==> src/rtl/keypad_scanner_if.sv <==
// Keypad-side and consumer-side signals of the keypad scanner.
// The master modport is the scanner; the slave modport is the keypad and consumer side.
interface keypad_scanner_if;
    logic [3:0] row;
    logic [3:0] shift_col;
    logic [3:0] key_value;
    logic       key_valid;
    logic       key_held;

    modport master (
        input  row,
        output shift_col,
        output key_value,
        output key_valid,
        output key_held
    );

    modport slave (
        output row,
        input  shift_col,
        input  key_value,
        input  key_valid,
        input  key_held
    );
endinterface

==> src/rtl/keypad_scanner.sv <==
// 4x4 matrix keypad scanner: column drive, row synchronisation, press and release debounce,
// and a single-cycle strobe per accepted press.
module keypad_scanner #(
    parameter int unsigned SCAN_DIV     = 50000,
    parameter int unsigned DEBOUNCE_CNT = 500000
) (
    input logic              clk,
    input logic              reset,
    keypad_scanner_if.master bus
);

    localparam int unsigned DW = (SCAN_DIV > 1) ? $clog2(SCAN_DIV) : 1;
    localparam int unsigned CW = (DEBOUNCE_CNT > 1) ? $clog2(DEBOUNCE_CNT) : 1;
    localparam logic [DW-1:0] DWELL_LAST = DW'(SCAN_DIV - 1);
    localparam logic [CW-1:0] DEB_LAST   = CW'(DEBOUNCE_CNT - 1);

    localparam logic [1:0] ST_SCAN     = 2'd0;
    localparam logic [1:0] ST_DEBOUNCE = 2'd1;
    localparam logic [1:0] ST_REPORT   = 2'd2;
    localparam logic [1:0] ST_HELD     = 2'd3;

    logic [1:0]    state;
    logic [DW-1:0] dwell;
    logic [CW-1:0] deb_cnt;
    logic [3:0]    row_m;
    logic [3:0]    row_s;
    logic [3:0]    cand;
    logic [3:0]    shift_col_r;
    logic [3:0]    key_value_r;
    logic          key_valid_r;
    logic          key_held_r;
    logic [3:0]    row_low;
    logic          single_low;

    function automatic logic [3:0] rotl(input logic [3:0] c);
        return {c[2:0], c[3]};
    endfunction

    function automatic logic [1:0] low_index(input logic [3:0] v);
        logic [1:0] idx;
        idx = 2'd0;
        case (v)
            4'b1110: idx = 2'd0;
            4'b1101: idx = 2'd1;
            4'b1011: idx = 2'd2;
            4'b0111: idx = 2'd3;
            default: idx = 2'd0;
        endcase
        return idx;
    endfunction

    function automatic logic [3:0] key_code(input logic [1:0] r, input logic [1:0] c);
        logic [3:0] code;
        code = 4'h0;
        case ({r, c})
            4'h0: code = 4'h1;
            4'h1: code = 4'h2;
            4'h2: code = 4'h3;
            4'h3: code = 4'hA;
            4'h4: code = 4'h4;
            4'h5: code = 4'h5;
            4'h6: code = 4'h6;
            4'h7: code = 4'hB;
            4'h8: code = 4'h7;
            4'h9: code = 4'h8;
            4'hA: code = 4'h9;
            4'hB: code = 4'hC;
            4'hC: code = 4'hE;
            4'hD: code = 4'h0;
            4'hE: code = 4'hF;
            4'hF: code = 4'hD;
            default: code = 4'h0;
        endcase
        return code;
    endfunction

    // Exactly one row low; two or more low rows are treated as no key.
    always_comb begin
        row_low    = ~row_s;
        single_low = (row_low != 4'd0) && ((row_low & (row_low - 4'd1)) == 4'd0);
    end

    always_ff @(posedge clk or posedge reset) begin
        if (reset) begin
            state       <= ST_SCAN;
            dwell       <= '0;
            deb_cnt     <= '0;
            row_m       <= '1;
            row_s       <= '1;
            cand        <= '1;
            shift_col_r <= 4'b1110;
            key_value_r <= 4'h0;
            key_valid_r <= 1'b0;
            key_held_r  <= 1'b0;
        end else begin
            row_m       <= bus.row;
            row_s       <= row_m;
            key_valid_r <= 1'b0;
            case (state)
                ST_SCAN: begin
                    if (dwell == DWELL_LAST) begin
                        dwell <= '0;
                        if (single_low) begin
                            cand    <= row_s;
                            deb_cnt <= '0;
                            state   <= ST_DEBOUNCE;
                        end else begin
                            shift_col_r <= rotl(shift_col_r);
                        end
                    end else begin
                        dwell <= dwell + DW'(1);
                    end
                end
                ST_DEBOUNCE: begin
                    if (row_s == cand) begin
                        if (deb_cnt == DEB_LAST) begin
                            deb_cnt     <= '0;
                            state       <= ST_REPORT;
                            key_valid_r <= 1'b1;
                            key_held_r  <= 1'b1;
                            key_value_r <= key_code(low_index(cand), low_index(shift_col_r));
                        end else begin
                            deb_cnt <= deb_cnt + CW'(1);
                        end
                    end else begin
                        // Re-dwell on the same column before sampling again.
                        deb_cnt <= '0;
                        dwell   <= '0;
                        state   <= ST_SCAN;
                    end
                end
                ST_REPORT: begin
                    deb_cnt <= '0;
                    state   <= ST_HELD;
                end
                ST_HELD: begin
                    if (row_s != 4'hF) begin
                        deb_cnt <= '0;
                    end else if (deb_cnt == DEB_LAST) begin
                        deb_cnt     <= '0;
                        dwell       <= '0;
                        key_held_r  <= 1'b0;
                        shift_col_r <= rotl(shift_col_r);
                        state       <= ST_SCAN;
                    end else begin
                        deb_cnt <= deb_cnt + CW'(1);
                    end
                end
                default: state <= ST_SCAN;
            endcase
        end
    end

    assign bus.shift_col = shift_col_r;
    assign bus.key_value = key_value_r;
    assign bus.key_valid = key_valid_r;
    assign bus.key_held  = key_held_r;

endmodule
==> src/flat_wrapper.sv <==
// flat-port wrapper written by rule: the top's interface ports become plain ports
module keypad_scanner_flat 
#(
    parameter int unsigned SCAN_DIV     = 50000,
    parameter int unsigned DEBOUNCE_CNT = 500000
)
  (clk, reset, bus_row, bus_shift_col, bus_key_value, bus_key_valid, bus_key_held);
  keypad_scanner_if bus_i ();
  input logic clk;
  input logic reset;
  input wire logic [$bits(bus_i.row)-1:0] bus_row;
  output wire logic [$bits(bus_i.shift_col)-1:0] bus_shift_col;
  output wire logic [$bits(bus_i.key_value)-1:0] bus_key_value;
  output wire logic [$bits(bus_i.key_valid)-1:0] bus_key_valid;
  output wire logic [$bits(bus_i.key_held)-1:0] bus_key_held;
  assign bus_i.row = bus_row;
  assign bus_shift_col = bus_i.shift_col;
  assign bus_key_value = bus_i.key_value;
  assign bus_key_valid = bus_i.key_valid;
  assign bus_key_held = bus_i.key_held;
  keypad_scanner #(.SCAN_DIV(SCAN_DIV), .DEBOUNCE_CNT(DEBOUNCE_CNT)) u_core (.clk(clk), .reset(reset), .bus(bus_i));
endmodule
==> config.mk <==
export PLATFORM = sky130hd
export DESIGN_NAME = keypad_scanner_flat
export DESIGN_NICKNAME = d
export VERILOG_FILES = /design/src/rtl/keypad_scanner_if.sv /design/src/rtl/keypad_scanner.sv /design/src/flat_wrapper.sv
export SDC_FILE = /design/constraint.sdc
export NUM_CORES = 1
export LEC_CHECK = 0
export BUFFER_PORTS_ARGS = -buffer_cell sky130_fd_sc_hd__buf_4
export CORE_ASPECT_RATIO = 2
export CORE_MARGIN = 8
export CORE_UTILIZATION = 57
export CTS_CLUSTER_SIZE = 12
export DETAILED_ROUTE_END_ITERATION = 7
export PLACE_DENSITY = 0.75
export RECOVER_POWER = 25
export SYNTH_ARGS = -nofsm -noshare
export SYNTH_HDL_FRONTEND = slang
export SYNTH_SLANG_ARGS = --single-unit
export TNS_END_PERCENT = 30
==> constraint.sdc <==
create_clock -name clk -period 3.2 [get_ports clk]
set_input_delay 0.32 -clock clk [delete_from_list [all_inputs] [get_ports clk]]
set_output_delay 0.32 -clock clk [all_outputs]
set_load 0.03 [all_outputs]
==> results of run 1 <==
-- final cells by class --
| class | instances | share of cell area (%) |
|---|---|---|
| multi-input cells | 241 | 44.6 |
| flip-flops and latches | 59 | 40.3 |
| clock buffers | 12 | 7.18 |
| repair buffers | 19 | 3.84 |
| well taps | 61 | 2.06 |
| clock inverters | 4 | 1.28 |
| inverters | 7 | 0.708 |
-- flip-flops by register name, summed over array words and instances, names as in the netlist, named ones only --
signal / flops
u_core.state: 1
u_core.bus.key_value: 4
u_core.row_m: 4
u_core.bus.key_held: 1
u_core.deb_cnt: 19
u_core.bus.key_valid: 1
u_core.dwell: 16
u_core.row_s: 4
u_core.bus.shift_col: 4
u_core.cand: 4
-- cell usage after synthesis (7+ instances only) --
cell type                  count
sky130_fd_sc_hd__dfrtp_1      44
sky130_fd_sc_hd__mux2_2       14
sky130_fd_sc_hd__nand2_1      28
sky130_fd_sc_hd__ha_1          7
sky130_fd_sc_hd__nand4_1       9
sky130_fd_sc_hd__o31ai_1      10
sky130_fd_sc_hd__inv_1         7
sky130_fd_sc_hd__nor2_1       15
sky130_fd_sc_hd__nand3_1      11
sky130_fd_sc_hd__and3_1        7
sky130_fd_sc_hd__or4_1        11
sky130_fd_sc_hd__a21oi_1      27
sky130_fd_sc_hd__o21ai_0      13
sky130_fd_sc_hd__dfstp_2      15
sky130_fd_sc_hd__clkbuf_1     10
-- worst register-to-register path, stage by stage, from the launching register on --
cell	delay, ns
sky130_fd_sc_hd__dfrtp_1	0.42
sky130_fd_sc_hd__or4b_1	0.52
sky130_fd_sc_hd__or4_1	0.71
sky130_fd_sc_hd__o31a_4	0.46
sky130_fd_sc_hd__or2_4	0.26
sky130_fd_sc_hd__o22a_1	0.17
-- power groups by stage --
stage / combinational, mW / clock [mW] / sequential [mW]
2_1_floorplan: 0.0209 / 0 / 0.771
3_3_place_gp: 0.0294 / 0 / 0.774
3_5_place_dp: 0.0304 / 0 / 0.775
4_1_cts: 0.0305 / 0.999 / 0.763
5_1_grt: 0.0339 / 1.04 / 0.764
6_report: 0.0285 / 0.983 / 0.763
-- metal layers --
metal  routed length, um  up-vias  track usage (%)
met5                   0        -                0
met4                 120        0             7.87
met3                 274        9             5.34
met2                3430       53             29.2
met1                2980     1264             20.0
li1                    -     1238                -
-- path summary, 6_finish.rpt --
path | end | slack (ns)
min | u_core.row_m[0] | 0.10
max reg2reg | u_core.dwell[3] | 0.55
min reg2reg | u_core.row_s[2] | 0.35
min in group asynchronous | u_core.dwell[8] | 0.23
max | u_core.dwell[3] | 0.55
max in group asynchronous | u_core.bus.shift_col[3] | 2.08
-- metrics by stage --
stage	total power [mW]	area, um2	util [%]	setup slack (ns)	cells
after floorplan	0.792	3240	-	0.753	321
after global placement	0.804	3400	60.5	0.624	387
after detailed placement	0.805	3400	60.5	0.577	387
after CTS	1.79	3710	66.1	0.552	403
after global routing	1.83	3710	66.1	0.339	403
final	1.78	3710	66.1	0.548	403
-- kinds of logic (layout without fill, tap and decap cells) --
kind of cell,after synthesis,count (layout)
AND/OR/NAND/NOR,121,121
AO/OA/AOI/OAI,85,85
flip-flops,59,59
buffers and inverters,21,42
multiplexers,19,19
XOR/XNOR,9,9
adder cells (fa/ha/maj),7,7
==> summary.md, run 1 <==
### Clock tree
* 0 — cells resized by post-CTS repair
* 0.05 ns — Worst-path clk slew
* 0 — setup fix buffers added after clock tree synthesis
* built — clock tree from TritonCTS
* 0 — quantity of hold-fixing buffers added after cts
* 59 — TritonCTS sink count
* 2 — clk buf depth
* sky130_fd_sc_hd__clkbuf_16 — clock root buffer
* 3 — Clock H-tree levels
* 0.33 ns — later-pin clock latency in the skew report
* 9 — number of buffers created by CTS

### Power and ir drop
* 1.62 nW — LEAKAGE
* 43.0% — sequential group share of total power
* 346 uW — switching power
* 1.6% — combinational cell fraction of total power
* 55.4% — part of the power in the clock network
* 0.000733 V — VDD IR max
* 1.43 mW — Internal Dissipation
* 19.5% — Switching Fraction
* 479 nW/um2 — power density relative to cell area

### Worst setup path
* 0 — number of buffer and inverter stages on the critical path
* u_core.deb_cnt[6] — worst setup path startpoint
* flip-flop — critical path startpoint category
* simple AND/OR/NAND/NOR gates — cell family with the largest share of critical-path delay
* sky130_fd_sc_hd__or4_1 — critical-path cell with the highest stage delay
* reg2reg — Crit Path Category
* 7 — largest fanout on the critical path
* 3.41 ns — Req. time, crit path
* flip-flop — Worst Setup End Kind
* 0.71 ns — crit-path max cell delay
* 5 — cell depth of the worst flop-to-flop path
* 5 — logic depth of the worst setup path including buffers
* u_core.deb_cnt[6] — launch instance of the worst register-to-register path
* 2.86 ns — Arrival @ worst endpoint
* or4b_1 -> or4_1 -> o31a_4 -> or2_4 -> o22a_1 — critical path, cell by cell

### STA
* 2.65 ns — final critical path time including I/O delays and setup
* 377 MHz — Max Freq
* 0 ns — sum of negative setup slack
* 0.00714 ns — Fin Clk Skew
* 34.2% — worst slew slack as a fraction of its limit
* 0 — max-slew violation total from the final report
* false — setup repair after global routing missed its margin
* 0 — setup violation total in the final timing report
* 0 — Final Hold Fails
* 82.9% — fraction of the cycle the final worst path needs
* 0.987 ns — slew at the pin with the worst max-slew slack
* 0.104 ns — final worst hold slack

### Floorplanning
* 8500 um2 — Die Footprint
* 123 um — overall die height
* 16 — number of placed I/O pins
* 57.7% — starting utilization of the core area
* 5610 um2 — core box area
* 69.3 um — Die Wd
* 39 — number of standard-cell rows in the floorplan

### Placement
* 4850 um — hpwl dp
* 15 — buffers added on ports
* 0.901 — gp weighted congestion

### Synthesis
* 3240 um2 — Synth Cell Area
* simple AND/OR/NAND/NOR gates — combinational family with the most area after synthesis
* 59 — #FFs+latches synth
* 0 — number of warnings reported in the yosys synthesis log
* 10.1 um2 — Syn Area/Cell
* 0 — count of flip-flops with a built-in enable after synthesis
* sky130_fd_sc_hd__dfrtp_1 — post-synth top area cell
* 2.43% — xor/xnor cell area share of the yosys netlist
* 17.2% — area fraction in compound gates after synthesis
* sky130_fd_sc_hd__dfrtp_1 34%, sky130_fd_sc_hd__dfstp_2 12%, sky130_fd_sc_hd__mux2_2 4.9% — largest cells by area after synthesis
* 2.70% — arithmetic-cell share of the synthesized area counting full adders, half adders and majority gates
* 6.41% — multiplexer share of the synthesized area
* 334 — net count of the mapped netlist
* 321 — synthesized instance count
* 100% — async set-reset flop share out of synthesis
* 46.2% — share of the yosys chip area belonging to registers
* 22.4% — area fraction in and, or, nand and nor cells after synthesis
* 57 — number of distinct library cells after synthesis
* sky130_fd_sc_hd__dfrtp_1 — prevailing post-synth register cell
* 34.0% — area share of the largest cell type after synthesis

### Final layout
* 14.5% — post-synthesis to final-layout area growth
* 1500 um2 — sequential standard cell area
* 1660 um2 — multi-input combinational cell area
* 44 x sky130_fd_sc_hd__dfrtp_1, 28 x sky130_fd_sc_hd__nand2_1, 27 x sky130_fd_sc_hd__a21oi_1 — commonest cells after routing, fill and taps aside
* sky130_fd_sc_hd__dfrtp_1 — commonest non-fill, non-tap cell in the layout
* 0 — antenna diode count
* 449 — fill cell instance count of the final layout
* 22.2% — fraction of final layout cells with drive strength greater than 1
* 350 — number of nets in the layout

### GRT
* 27 — largest net degree at the start of global routing
* 0 — initial antenna violation count
* 17.5% — global-route usage over all layers
* 12100 um — wire length of the first global-routing pass
* 2599 — number of global-route vias before repair
* 0 — final global-route overflow total

### Flow run
* 0 — number of max-cap violations

### Worst hold path
* 1 — hold path depth
* bus_row[0] — hold wc startpoint
* in2reg — Hold Crit Class

### Drt
* 6.36 — average vias per placed instance
* 4 — DRT Pass-1 Iters
* 0 — number of remaining DRC errors
* 0 — remaining number of nets flagged by the antenna check after routing
* 237 — Starting DRT DRC Count
* 6810 um — final routed wirelength across all metal layers
* 2564 — routed vias
* 16.9 um — average wire per cell in the routed design

### Run status
* finished, final reports clean — result of the run

No activity file was read; power rests on OpenSTA's default activity.
==> run 2: changes to the inputs <==
==> constraint.sdc (replaced) <==
create_clock -name clk -period 2.6 [get_ports clk]
set_input_delay 0.26 -clock clk [delete_from_list [all_inputs] [get_ports clk]]
set_output_delay 0.26 -clock clk [all_outputs]
set_load 0.03 [all_outputs]
==> run 2 against run 1 <==
Against the previous run: largest cell class unchanged; the flow now finishes with violations (capacitance limit, slew limit); wire length up 3.6%; highest routed layer unchanged; clock power up 8%; via count up 2.2%; critical path type unchanged.
==> summary.md, run 2 (synthesized netlist as in run 1, its figures left out) <==
### Worst setup path
* 7 — largest fanout on the critical path, unchanged
* 2.66 ns — Arrival @ worst endpoint, -0.20 ns
* or4b_1 -> or4_4 -> o31a_4 -> or2_4 -> o22a_1 — critical path, cell by cell
* u_core.deb_cnt[6] — launch instance of the worst register-to-register path
* sky130_fd_sc_hd__or4_4 — critical-path cell with the highest stage delay
* 0.62 ns — crit-path max cell delay, -0.09 ns
* flip-flop — critical path startpoint category
* u_core.deb_cnt[6] — worst setup path startpoint
* reg2reg — Crit Path Category
* 2.81 ns — Req. time, crit path, -0.60 ns
* flip-flop — Worst Setup End Kind

### Clock tree
* 0.05 ns — Worst-path clk slew, about the same
* 59 — TritonCTS sink count, unchanged
* 3 — Clock H-tree levels, unchanged
* 0 — setup fix buffers added after clock tree synthesis, unchanged
* built — clock tree from TritonCTS
* sky130_fd_sc_hd__clkbuf_16 — clock root buffer
* 0.32 ns — later-pin clock latency in the skew report, about the same
* 2 — clk buf depth, unchanged
* 9 — number of buffers created by CTS, unchanged

### Final layout
* 15.5% — post-synthesis to final-layout area growth
* 44 x sky130_fd_sc_hd__dfrtp_1, 28 x sky130_fd_sc_hd__nand2_1, 27 x sky130_fd_sc_hd__a21oi_1 — commonest cells after routing, fill and taps aside
* 19 — number of flip-flops under the largest register name, unchanged
* 431 — fill cell instance count of the final layout, -4.0%
* sky130_fd_sc_hd__dfrtp_1 — commonest non-fill, non-tap cell in the layout
* u_core.deb_cnt x19, u_core.dwell x16 — biggest registers after layout
* 0 — antenna diode count, unchanged
* 23.6% — fraction of final layout cells with drive strength greater than 1, +1.4 points
* 359 — number of nets in the layout, +2.6%
* u_core.deb_cnt — largest register by flop count

### GRT
* 3.96% — global routing usage on met3, -1.4 points
* 17.0% — met1 usage in global routing, -3.0 points
* 16.9% — global-route usage over all layers, -0.56 points
* 47 — largest net degree at the start of global routing, +74%
* 2634 — number of global-route vias before repair, +1.3%
* 11700 um — wire length of the first global-routing pass, -3.0%
* 0 — final global-route overflow total, unchanged
* met2 — global route hottest layer
* 30.8% — met2 Resource Use GR, +1.6 points
* 0 — initial antenna violation count, unchanged

### Placement
* 0.832 — gp weighted congestion, -7.6%
* 5040 um — hpwl dp, +4.1%
* 15 — buffers added on ports, unchanged
* 0.0385 ns — worst slack after detailed placement, -0.538 ns

### STA
* 0.149 ns — least setup slack across all paths after layout, -0.399 ns
* 2.45 ns — final critical path time including I/O delays and setup, -0.201 ns
* 408 MHz — Max Freq, +8.2%
* 47 — max-slew violation total from the final report, +47
* 94.3% — fraction of the cycle the final worst path needs, +11 points
* 0.00543 ns — Fin Clk Skew, -0.00171 ns
* 1.72 ns — slew at the pin with the worst max-slew slack, +0.732 ns
* 0 ns — sum of negative setup slack, unchanged
* 0 — Final Hold Fails, unchanged
* false — setup repair after global routing missed its margin
* -14.7% — worst slew slack as a fraction of its limit, -49 points
* 0 — setup violation total in the final timing report, unchanged

### Flow run
* 1 — number of max-cap violations, +1

### Worst hold path
* bus_row[0] — hold wc startpoint
* in2reg — Hold Crit Class

### Power and ir drop
* 52.1% — part of the power in the clock network, -3.3 points
* 403 uW — switching power, +16%
* 19.8% — Switching Fraction, +0.25 points
* 46.1% — sequential group share of total power, +3.1 points
* 545 nW/um2 — power density relative to cell area, +14%
* 1.8% — combinational cell fraction of total power, +0.2 points
* 1.64 mW — Internal Dissipation, +15%
* 0.000734 V — VDD IR max, +0.19%
* 1.65 nW — LEAKAGE, +1.9%

### Drt
* 2620 — routed vias, +2.2%
* 0 — remaining number of nets flagged by the antenna check after routing, unchanged
* 4 — DRT Pass-1 Iters, unchanged
* 201 — Starting DRT DRC Count, -15%
* 17.1 um — average wire per cell in the routed design, +1.3%
* 6.36 — average vias per placed instance, about the same
* 7050 um — final routed wirelength across all metal layers, +3.6%
* 0 — number of remaining DRC errors, unchanged

### Floorplanning
* 123 um — overall die height, unchanged
* 69.3 um — Die Wd, unchanged
* 57.7% — starting utilization of the core area, unchanged
* 5610 um2 — core box area, unchanged
* 8500 um2 — Die Footprint, unchanged
* 39 — number of standard-cell rows in the floorplan, unchanged
* 16 — number of placed I/O pins, unchanged

### Run status
* capacitance limit, slew limit — violated checks
* finished with violations — result of the run

==> run 2: cell count changes in the layout (fill, tap and decap cells not counted) <==
cell	change
sky130_fd_sc_hd__or4_1	-1
sky130_fd_sc_hd__or4_4	+1
sky130_fd_sc_hd__clkbuf_8	-1
sky130_fd_sc_hd__buf_4	+9
sky130_fd_sc_hd__bufinv_16	-1
sky130_fd_sc_hd__clkbuf_1	+3
sky130_fd_sc_hd__clkinvlp_4	-1
==> run 2: final timing paths <==
check,endpoint,slack [ns],cells past startpoint
worst max-delay path,u_core.dwell[6],0.15,5
worst min-delay path,u_core.row_m[0],0.05,1
worst max register to register,u_core.dwell[6],0.15,5
worst min register to register,u_core.row_s[0],0.35,0
max in group asynchronous,u_core.row_s[3],1.07,3
min in group asynchronous,u_core.deb_cnt[10],0.48,2
==> run 2: layer usage <==
metal,up-vias,part of all wire [%],wire length [um]
li1,1258,-,-
met1,1301,40,2850
met2,51,54,3780
met3,10,3.5,248
met4,0,2.4,167
met5,-,0,0
==> run 2: power groups by stage <==
| stage | clock, mW | combinational, mW | sequential (mW) |
|---|---|---|---|
| 2_1_floorplan | 0 | 0.0257 | 0.949 |
| 3_3_place_gp | 0 | 0.0364 | 0.953 |
| 3_5_place_dp | 0 | 0.0380 | 0.954 |
| 4_1_cts | 1.09 | 0.0382 | 0.940 |
| 5_1_grt | 1.13 | 0.0420 | 0.940 |
| 6_report | 1.06 | 0.0358 | 0.940 |
==> run 2: critical path, delay by kind of cell (launching register included) <==
family | cells | cell delay [ns]
compound gates | 2 | 0.57
simple gates | 3 | 1.39
flops | 1 | 0.37
==> run 2: area by class of cell <==
cell class	instances	area, um2	share of cell area [%]
multi-input cells	241	1660	44.3
well taps	61	76.3	2.04
clock inverters	2	10.0	0.268
clock buffers	14	264	7.06
inverters	7	26.3	0.702
flip-flops and latches	59	1500	40.0
repair buffers	28	210	5.62
==> run 2: repair_timing <==
action | CTS | global route
setup endpoints to repair | 0 | 9
hold buffers | 0 | 0
gates resized for setup | 0 | 1
==> run 2: stage by stage <==
step | cell area, um2 | hold WS [ns] | utilization (%) | std cells | power [mW]
2_1_floorplan | 3240 | 0.264 | - | 321 | 0.975
3_3_place_gp | 3460 | 0.347 | 61.7 | 396 | 0.989
3_5_place_dp | 3460 | 0.349 | 61.7 | 396 | 0.992
4_1_cts | 3740 | 0.0347 | 66.6 | 412 | 2.06
5_1_grt | 3740 | 0.0364 | 66.7 | 412 | 2.11
6_report | 3740 | 0.0484 | 66.7 | 412 | 2.04
